File: src/rtl/ysyx_25030093_pkg.sv
// ysyx_25030093_pkg: shared FSM state encoding and default sequencer constants
package ysyx_25030093_pkg;
  typedef enum logic [2:0] {
    S_IDLE, S_FETCH, S_DECODE, S_EXEC, S_MEM, S_WB, S_HALT, S_ERR
  } state_t;
  localparam logic [31:0] DEF_RESET_PC = 32'h8000_0000;
  localparam int DEF_TIMEOUT = 255;
endpackage

File: src/rtl/ysyx_25030093_wait_timer.sv
// ysyx_25030093_wait_timer: clearable 8-bit wait counter, expire marks the last allowed wait cycle
module ysyx_25030093_wait_timer #(
  parameter int LIMIT = 255
) (
  input  logic clk,
  input  logic rst,
  input  logic clr,
  input  logic inc,
  output logic expire
);
  logic [7:0] cnt;
  always_ff @(posedge clk or posedge rst)
    if (rst) cnt <= '0;
    else cnt <= clr ? '0 : cnt + {7'd0, inc};
  assign expire = cnt == 8'(LIMIT - 1);
endmodule

File: src/rtl/ysyx_25030093_mc_ctrl.sv
// ysyx_25030093_mc_ctrl: multi-cycle fetch/decode/exec/mem/wb sequencer owning pc and perf counters
module ysyx_25030093_mc_ctrl
  import ysyx_25030093_pkg::*;
#(
  parameter logic [31:0] RESET_PC = DEF_RESET_PC,
  parameter int          TIMEOUT  = DEF_TIMEOUT
) (
  input  logic        clk,
  input  logic        rst,
  output logic        ifu_req,
  output logic [31:0] ifu_addr,
  input  logic        ifu_rsp_valid,
  input  logic [31:0] ifu_rsp_data,
  output logic [31:0] inst,
  input  logic        dec_wen,
  input  logic        dec_load,
  input  logic        dec_store,
  input  logic        dec_ebreak,
  input  logic        dec_illegal,
  input  logic [31:0] next_pc,
  output logic        lsu_req,
  output logic        lsu_we,
  input  logic        lsu_rsp_valid,
  output logic        rf_wen,
  output logic [31:0] pc,
  output logic        halted,
  output logic        error,
  output logic [63:0] cycle_cnt,
  output logic [63:0] instret
);
  state_t state, state_n;
  logic waiting, rsp, expire, retire;
  assign waiting = state == S_FETCH || state == S_MEM;
  assign rsp = state == S_FETCH ? ifu_rsp_valid : lsu_rsp_valid;
  ysyx_25030093_wait_timer #(.LIMIT(TIMEOUT)) u_timer (
    .clk(clk), .rst(rst), .clr(!waiting), .inc(waiting && !rsp), .expire(expire)
  );
  always_comb begin
    state_n = state;
    case (state)
      S_IDLE:   state_n = S_FETCH;
      S_FETCH:  state_n = ifu_rsp_valid ? S_DECODE : expire ? S_ERR : S_FETCH;
      S_DECODE: state_n = dec_illegal ? S_ERR : dec_ebreak ? S_HALT : S_EXEC;
      S_EXEC:   state_n = dec_load || dec_store ? S_MEM : S_WB;
      S_MEM:    state_n = lsu_rsp_valid ? S_WB : expire ? S_ERR : S_MEM;
      S_WB:     state_n = S_FETCH;
      default:  state_n = state;
    endcase
    ifu_req = state == S_FETCH;
    lsu_req = state == S_MEM;
    lsu_we  = state == S_MEM && dec_store;
    rf_wen  = state == S_WB && dec_wen && !dec_store;
    halted  = state == S_HALT;
    error   = state == S_ERR;
    retire  = state == S_WB || (state == S_DECODE && !dec_illegal && dec_ebreak);
  end
  always_ff @(posedge clk or posedge rst)
    if (rst) begin
      state     <= S_IDLE;
      pc        <= RESET_PC;
      inst      <= '0;
      cycle_cnt <= '0;
      instret   <= '0;
    end else begin
      state <= state_n;
      if (state == S_FETCH && ifu_rsp_valid) inst <= ifu_rsp_data;
      if (state == S_WB) pc <= next_pc;
      if (!halted && !error) cycle_cnt <= cycle_cnt + 64'd1;
      if (retire) instret <= instret + 64'd1;
    end
  assign ifu_addr = pc;
endmodule

File: config.mk
export PLATFORM = sky130hd
export DESIGN_NAME = ysyx_25030093_mc_ctrl
export DESIGN_NICKNAME = d
export VERILOG_FILES = /design/src/rtl/ysyx_25030093_pkg.sv /design/src/rtl/ysyx_25030093_wait_timer.sv /design/src/rtl/ysyx_25030093_mc_ctrl.sv
export SDC_FILE = /design/constraint.sdc
export NUM_CORES = 1
export LEC_CHECK = 0
export CELL_PAD_IN_SITES_DETAIL_PLACEMENT = 1
export CELL_PAD_IN_SITES_GLOBAL_PLACEMENT = 2
export CORE_UTILIZATION = 31
export DETAILED_ROUTE_END_ITERATION = 7
export PLACE_DENSITY_LB_ADDON = 0.05
export SYNTH_ARGS = -nofsm -noshare
export SYNTH_HDL_FRONTEND = slang
export SYNTH_SLANG_ARGS = --single-unit
File: constraint.sdc
create_clock -name clk -period 11.9 [get_ports clk]
set_input_delay 3.57 -clock clk [delete_from_list [all_inputs] [get_ports clk]]
set_output_delay 3.57 -clock clk [all_outputs]
set_load 0.005 [all_outputs]
==> results of run 1 <==
[sequential cells by signal, summed over array words and instances (netlist names)]
signal       flops
cycle_cnt       64
instret         64
ifu_addr        32
inst            32
u_timer.cnt      8
state            3
[worst max-delay path by stage]
stage	slack (ns)	end	start
6_report	3.59	rf_wen	dec_store
5_1_grt	3.54	rf_wen	dec_store
4_1_cts	3.59	rf_wen	dec_store
3_5_place_dp	3.60	rf_wen	dec_store
3_3_place_gp	3.62	rf_wen	dec_store
2_1_floorplan	2.79	cycle_cnt[0]	rst
[layout by cell type, fill, tap and decap left out, drive strengths merged, types with 7 or more instances in the layout]
| cell type | netlist | layout |
|---|---|---|
| and3 | 27 | 27 |
| and4 | 18 | 18 |
| clkbuf | 8 | 38 |
| clkdlybuf4s50 | 0 | 302 |
| dfrtp | 202 | 202 |
| inv | 10 | 10 |
| mux2 | 66 | 66 |
| nand2 | 62 | 62 |
| nand3 | 50 | 50 |
| nand4 | 43 | 43 |
| nor2 | 44 | 44 |
| nor3 | 25 | 25 |
| nor4 | 7 | 7 |
| xnor2 | 80 | 80 |
| xor2 | 52 | 52 |
[through the flow]
stage | setup slack [ns] | hold slack [ns]
final | 3.59 | 0.465
after global routing | 3.54 | 0.498
after CTS | 3.59 | 0.471
after detailed placement | 3.60 | 0.456
after global placement | 3.62 | 0.458
after floorplan | 2.79 | 0.465
[layout make-up]
type / count / area [um2]
fill: 3084 / 15600
sequential: 203 / 5080
multi-input combinational: 513 / 3640
timing repair buffer: 307 / 3060
clock buffer: 38 / 754
tap: 384 / 480
inverter: 10 / 45.0
clock inverter: 6 / 30.0
[per-layer routing]
layer / wire length (um) / vias up / global-route usage, % / part of all wire [%]
met3: 1660 / 30 / 4.49 / 6.6
met1: 11500 / 3509 / 22.8 / 46
met2: 11600 / 194 / 26.8 / 46
li1: - / 3229 / - / -
met5: 0 / - / 0 / 0
met4: 398 / 0 / 3.61 / 1.6
[kinds of logic (layout without fill, tap and decap cells)]
| group | after synthesis | in the layout |
|---|---|---|
| adders and majority gates | 4 | 4 |
| DFF | 203 | 203 |
| and+or+nand+nor | 301 | 301 |
| AOI/OAI and AO/OA | 10 | 10 |
| xor gates and xnor gates | 132 | 132 |
| muxes | 66 | 66 |
| buffers and inverters | 59 | 361 |
[where the power goes]
group | total, mW | internal [mW] | switching (mW)
combinational | 0.763 | 0.513 | 0.251
clock | 0.722 | 0.433 | 0.290
sequential | 0.962 | 0.836 | 0.126
total | 2.45 | 1.78 | 0.666
==> metrics.md, run 1 <==
| Metric | Value |
|---|---|
| CTS Root Cell | clkbuf_16 |
| Max Fclk | ~120 MHz |
| Buf/Inv on CP | 2 |
| Period Utilization, post-route | 69.8% |
| Final core utilization | 45.6% |
| Share of the synthesized area in the top cell type | roughly 56% |
| Setup TNS | 0 ns |
| Resize count post-CTS | 0 |
| Die X | 173 um |
| Routed via count | just under 7000 |
| Post-CTS Setup Bufs | 0 |
| Initial antenna violation count | 0 |
| Final WL | ~25000 um |
| Design Area, Final | 13100 um2 |
| Largest net degree at the start of global routing | 138 |
| Cell Area, Synth | 9060 um2 |
| Core ar. | 28700 um2 |
| Max VDD drop | 0.124 mV |
| Slew margin rel. | 31.1% |
| Hold_buf cts | 0 |
| Final-report hold violation count | 0 |
| Top_reg_cell synth | dfrtp_1 |
| Sequential share of the synthesized area | 56.1% |
| Hold WC Path Type | reg -> reg |
| # DRC | 0 |
| Antenna Cells | 0 |
| Skew final | approximately 0.024 ns |
| Synth Area in Compound Gates | less than 1% |
| Adder-Cell Fraction of Synth Area | 0.552% |
| 1st-iter DRT viols | 223 |
| Full die area | 29900 um2 |
| CP endpoint kind | output port |
| Asr flop ratio synth | 100% |
| # IOs | 303 |
| CTS tree | built |
| Simple-Gate Fraction of Synth Area | 17.9% |
| Syn Nets | 852 |
| Clock transition at path regs | 0.05 ns |
| Worst Hold Depth | 1 |
| Final slew viol count | 0 |
| Pwr Density | 187 nW/um2 |
| Vert. Die Dim | 173 um |
| GRT overflow | 0 |
| Clock Latency Late Sink | 0.52 ns |
| Synth cell types | between 40 and 50 |
| Worst Hold End | cycle_cnt[63] |
| Area after DPL | 12300 um2 |
| Non-Filler Instances | 1461 |
| Routed wire per std cell | 17.2 um |
| LEAKAGE | 5.48 nW |
| Reg2Reg Depth | 7 |
| Status | finished clean |
| Worst-Margin Slew | 1.03 ns |
| R2R Setup Slk | 8.92 ns |
| CP peak stage delay | 0.53 ns |
| CP Max Fanout | 3 |
| Number of synthesized flops with an enable pin | 0 |
| Worst path most repeated cell | clkdlybuf4s50_1 |
| Worst-path cell chain | clkdlybuf4s50_1, nor3b_1, clkdlybuf4s50_1 |
| Final setup fails | 0 |
| Starting Density | 31.6% |
| Synth area leaders | dfrtp_1 (56%), mux2_2 (8.2%), xnor2_1 (7.7%) |
| Crit path time final | ~8.3 ns |
| Largest family of logic cells by synthesized area | simple AND/OR/NAND/NOR gates |
| Syn_area_per_cell | 11.7 um2 |
| Startpoint types | input pin |
| WP depth | 3 |
| Syn. warnings | 0 |
| Reg-to-reg critical path endpoint | instret[54] |
| Final antenna-violating net count | 0 |
| H-tree depth | 1 |
| Worst r2r src | state[1] |
| Vias in the first global route | approximately 7200 |
| Setup CP Type | in -> out |
| Layout Area Growth over Synthesis | 44.5% |
| Crit path DAT | 4.74 ns |
| DR pass1 iterations | 4 |
| Tot Pwr | approximately 2.4 mW |
| Worst Hold Launch | cycle_cnt[63] |
| Ratio of cells with drive above 1 in the final layout | ~11% |
| Placed insts | roughly 1400 |
| CTS Buf Count | 25 |
| XOR/XNOR Fraction of Synth Area | 12.8% |
| Synth top cells by count | dfrtp_1 (202), xnor2_1 (80), mux2_2 (66) |
| Critical path required time | 8.33 ns |
| Post-DP HPWL | around 18000 um |
| Final nets | 1137 |
| GR Util All Layers | 16.8% |
| Yosys reg bits | 203 |
| Row count | 62 |
| Most frequent cell after synthesis | dfrtp_1 |
| Global placer's final weighted congestion | 0.719 |
| Via density | approximately 4.8 |
| Max-Cap Viols | 0 |
| Slowest CP cell | clkdlybuf4s50_1 |
| RSZ-0062 raised after global routing | no |
| CTS sink cnt | 203 |
| Cell count after synthesis | 775 |
| Mux contribution to synthesized area | 8.20% |
| First-pass GRT wire length | 41100 um |
| IO buf count | 302 |
| Maximum root-to-sink buffer count | 3 |
| Crit path max-delay family | buffers and inverters |
| Cell taking the most area after synthesis | dfrtp_1 |
Power figures use the tool's default switching activity.
==> inputs of run 2 (changes only) <==
--- a/config.mk
+++ b/config.mk
@@ -7,7 +7,7 @@
 export LEC_CHECK = 0
 export CELL_PAD_IN_SITES_DETAIL_PLACEMENT = 1
 export CELL_PAD_IN_SITES_GLOBAL_PLACEMENT = 2
-export CORE_UTILIZATION = 31
+export CORE_UTILIZATION = 29
 export DETAILED_ROUTE_END_ITERATION = 7
 export PLACE_DENSITY_LB_ADDON = 0.05
 export SYNTH_ARGS = -nofsm -noshare
==> constraint.sdc (replaced) <==
create_clock -name clk -period 8.1 [get_ports clk]
set_input_delay 2.43 -clock clk [delete_from_list [all_inputs] [get_ports clk]]
set_output_delay 2.43 -clock clk [all_outputs]
set_load 0.005 [all_outputs]
==> run 2 against run 1 <==
  * First-iteration DRC count up 4.5%
  * Die area up 6.8%
  * Combinational power up 47%
  * Largest power group unchanged
==> metrics.md, run 2 (synthesis results as in run 1) <==
| Metric | Value |
|---|---|
| Slowest CP cell | clkdlybuf4s50_1 |
| Max-Cap Viols | 0 (unchanged) |
| Max VDD drop | 0.164 mV (+32%) |
| Clock Latency Late Sink | 0.51 ns (about the same) |
| Placed insts | 1430 (+0.92%) |
| GRT overflow | 0 (unchanged) |
| Crit path DAT | 3.59 ns (-1.15 ns) |
| DR pass1 iterations | 4 (unchanged) |
| Status | finished clean |
| Skew final | 0.00796 ns (-0.0158 ns) |
| 1st-iter DRT viols | 233 (+4.5%) |
| Final-report hold violation count | 0 (unchanged) |
| Clock transition at path regs | 0.06 ns (about the same) |
| Startpoint types | input pin |
| Global placer's final weighted congestion | 0.744 (+3.4%) |
| Final nets | 1138 (+0.088%) |
| Hold WC Path Type | reg -> reg |
| Slew margin rel. | 31.5% (+0.36 points) |
| GR Util All Layers | 15.9% (-0.83 points) |
| CTS sink cnt | 203 (unchanged) |
| RSZ-0062 raised after global routing | no |
| Routed via count | 6848 (-1.6%) |
| Tot Pwr | 3.59 mW (+47%) |
| Non-Filler Instances | 1474 (+0.89%) |
| R2R Setup Slk | 5.15 ns (-3.77 ns) |
| Full die area | 32000 um2 (+6.8%) |
| Worst path most repeated cell | clkdlybuf4s50_1 |
| Vias in the first global route | 7097 (-1.8%) |
| Final setup fails | 0 (unchanged) |
| # DRC | 0 (unchanged) |
| Antenna Cells | 0 (unchanged) |
| Biggest regs | cycle_cnt: 64 flops, instret: 64 flops |
| Post-DP HPWL | 17900 um (+0.19%) |
| LEAKAGE | 5.49 nW (about the same) |
| Critical path required time | 5.67 ns (-2.66 ns) |
| Initial antenna violation count | 0 (unchanged) |
| Die X | 179 um (+3.4%) |
| CTS tree | built |
| Starting Density | 29.5% (-2.0 points) |
| Period Utilization, post-route | between 70% and 80% |
| Resize count post-CTS | 0 (unchanged) |
| # IOs | 303 (unchanged) |
| Routed wire per std cell | 17.0 um (-1.2%) |
| CTS Buf Count | 25 (unchanged) |
| CP Max Fanout | 3 (unchanged) |
| Setup CP Type | in -> out |
| Largest net degree at the start of global routing | 107 (-22%) |
| Max Fclk | about 170 MHz |
| CP peak stage delay | 0.53 ns (about the same) |
| Pwr Density | 274 nW/um2 (+47%) |
| H-tree depth | 1 (unchanged) |
| Hold_buf cts | 0 (unchanged) |
| Maximum root-to-sink buffer count | 3 (unchanged) |
| Worst-path cell chain | clkdlybuf4s50_1, nor3b_1, clkdlybuf4s50_1 |
| Final core utilization | 42.8% (-2.9 points) |
| Final slew viol count | 0 (unchanged) |
| Setup TNS | 0 ns (unchanged) |
| Core ar. | 30700 um2 (+6.9%) |
| CP endpoint kind | output port |
| Row count | 64 (+3.2%) |
| Fillers | 3287 (+6.6%) |
| Area after DPL | 12300 um2 (+0.18%) |
| Ratio of cells with drive above 1 in the final layout | 11.2% (+0.082 points) |
| Most common cell after layout, fill and taps aside | clkdlybuf4s50_1 |
| Via density | 4.65 (-2.5%) |
| CTS Root Cell | clkbuf_16 |
| First-pass GRT wire length | 40400 um (-1.9%) |
| Final WL | 25100 um (-0.29%) |
| Design Area, Final | 13100 um2 (+0.17%) |
| Post-CTS Setup Bufs | 0 (unchanged) |
| Most frequent cells in the layout | clkdlybuf4s50_1 (302), dfrtp_1 (202), xnor2_1 (80) |
| Layout Area Growth over Synthesis | 44.7% |
| IO buf count | 302 (unchanged) |
| Worst-Margin Slew | 1.02 ns (-0.00540 ns) |
| Final antenna-violating net count | 0 (unchanged) |
| Vert. Die Dim | 179 um (+3.4%) |
| Crit path time final | 6.02 ns |
run 2: cell types whose count changed in the layout (fill, tap and decap cells not counted):
| cell | previous run | this run |
|---|---|---|
| buf_4 | 5 | 6 |
run 2: area by class of cell:
| class | count | area [um2] | share of cell area, % |
|---|---|---|---|
| multi-input combinational | 513 | 3640 | 27.8 |
| timing repair buffer | 308 | 3070 | 23.4 |
| clock inverter | 6 | 30.0 | 0.229 |
| sequential | 203 | 5080 | 38.7 |
| inverter | 10 | 45.0 | 0.343 |
| tap | 396 | 495 | 3.78 |
| clock buffer | 38 | 754 | 5.75 |
run 2: path summary, 6_finish.rpt:
check,start,end,cells after the start
max,dec_store,rf_wen,3
min,cycle_cnt[63],cycle_cnt[63],1
max reg2reg,state[1],instret[54],7
min reg2reg,cycle_cnt[63],cycle_cnt[63],1
max in group asynchronous,rst,ifu_addr[5],3
min in group asynchronous,rst,cycle_cnt[40],2
run 2: per-layer routing:
layer | track usage (%) | vias to the layer above | part of all wire, % | routed length (um)
met3 | 4.52 | 29 | 7.9 | 1970
met4 | 3.67 | 0 | 1.5 | 378
met2 | 25.0 | 204 | 46 | 11400
li1 | - | 3241 | - | -
met1 | 21.7 | 3374 | 45 | 11300
met5 | 0 | - | 0 | 0
run 2: report_power, final:
part	total [mW]	switching [mW]	internal, mW	leakage (nW)
sequential	1.41	0.182	1.23	2.62
clock	1.06	0.428	0.636	0.395
combinational	1.12	0.366	0.753	2.47
run 2: through the flow:
stage                     setup slack [ns]  hold slack, ns
final                                 2.08           0.464
after CTS                             2.08           0.472
after global routing                  2.02           0.498
after floorplan                      0.133           0.465
after global placement                2.08           0.460
after detailed placement              2.08           0.462
run 2: worst max-delay path, delay by kind of cell:
family / cells / cell delay, ns
buffers and inverters: 2 / 0.97
AND/OR/NAND/NOR: 1 / 0.19
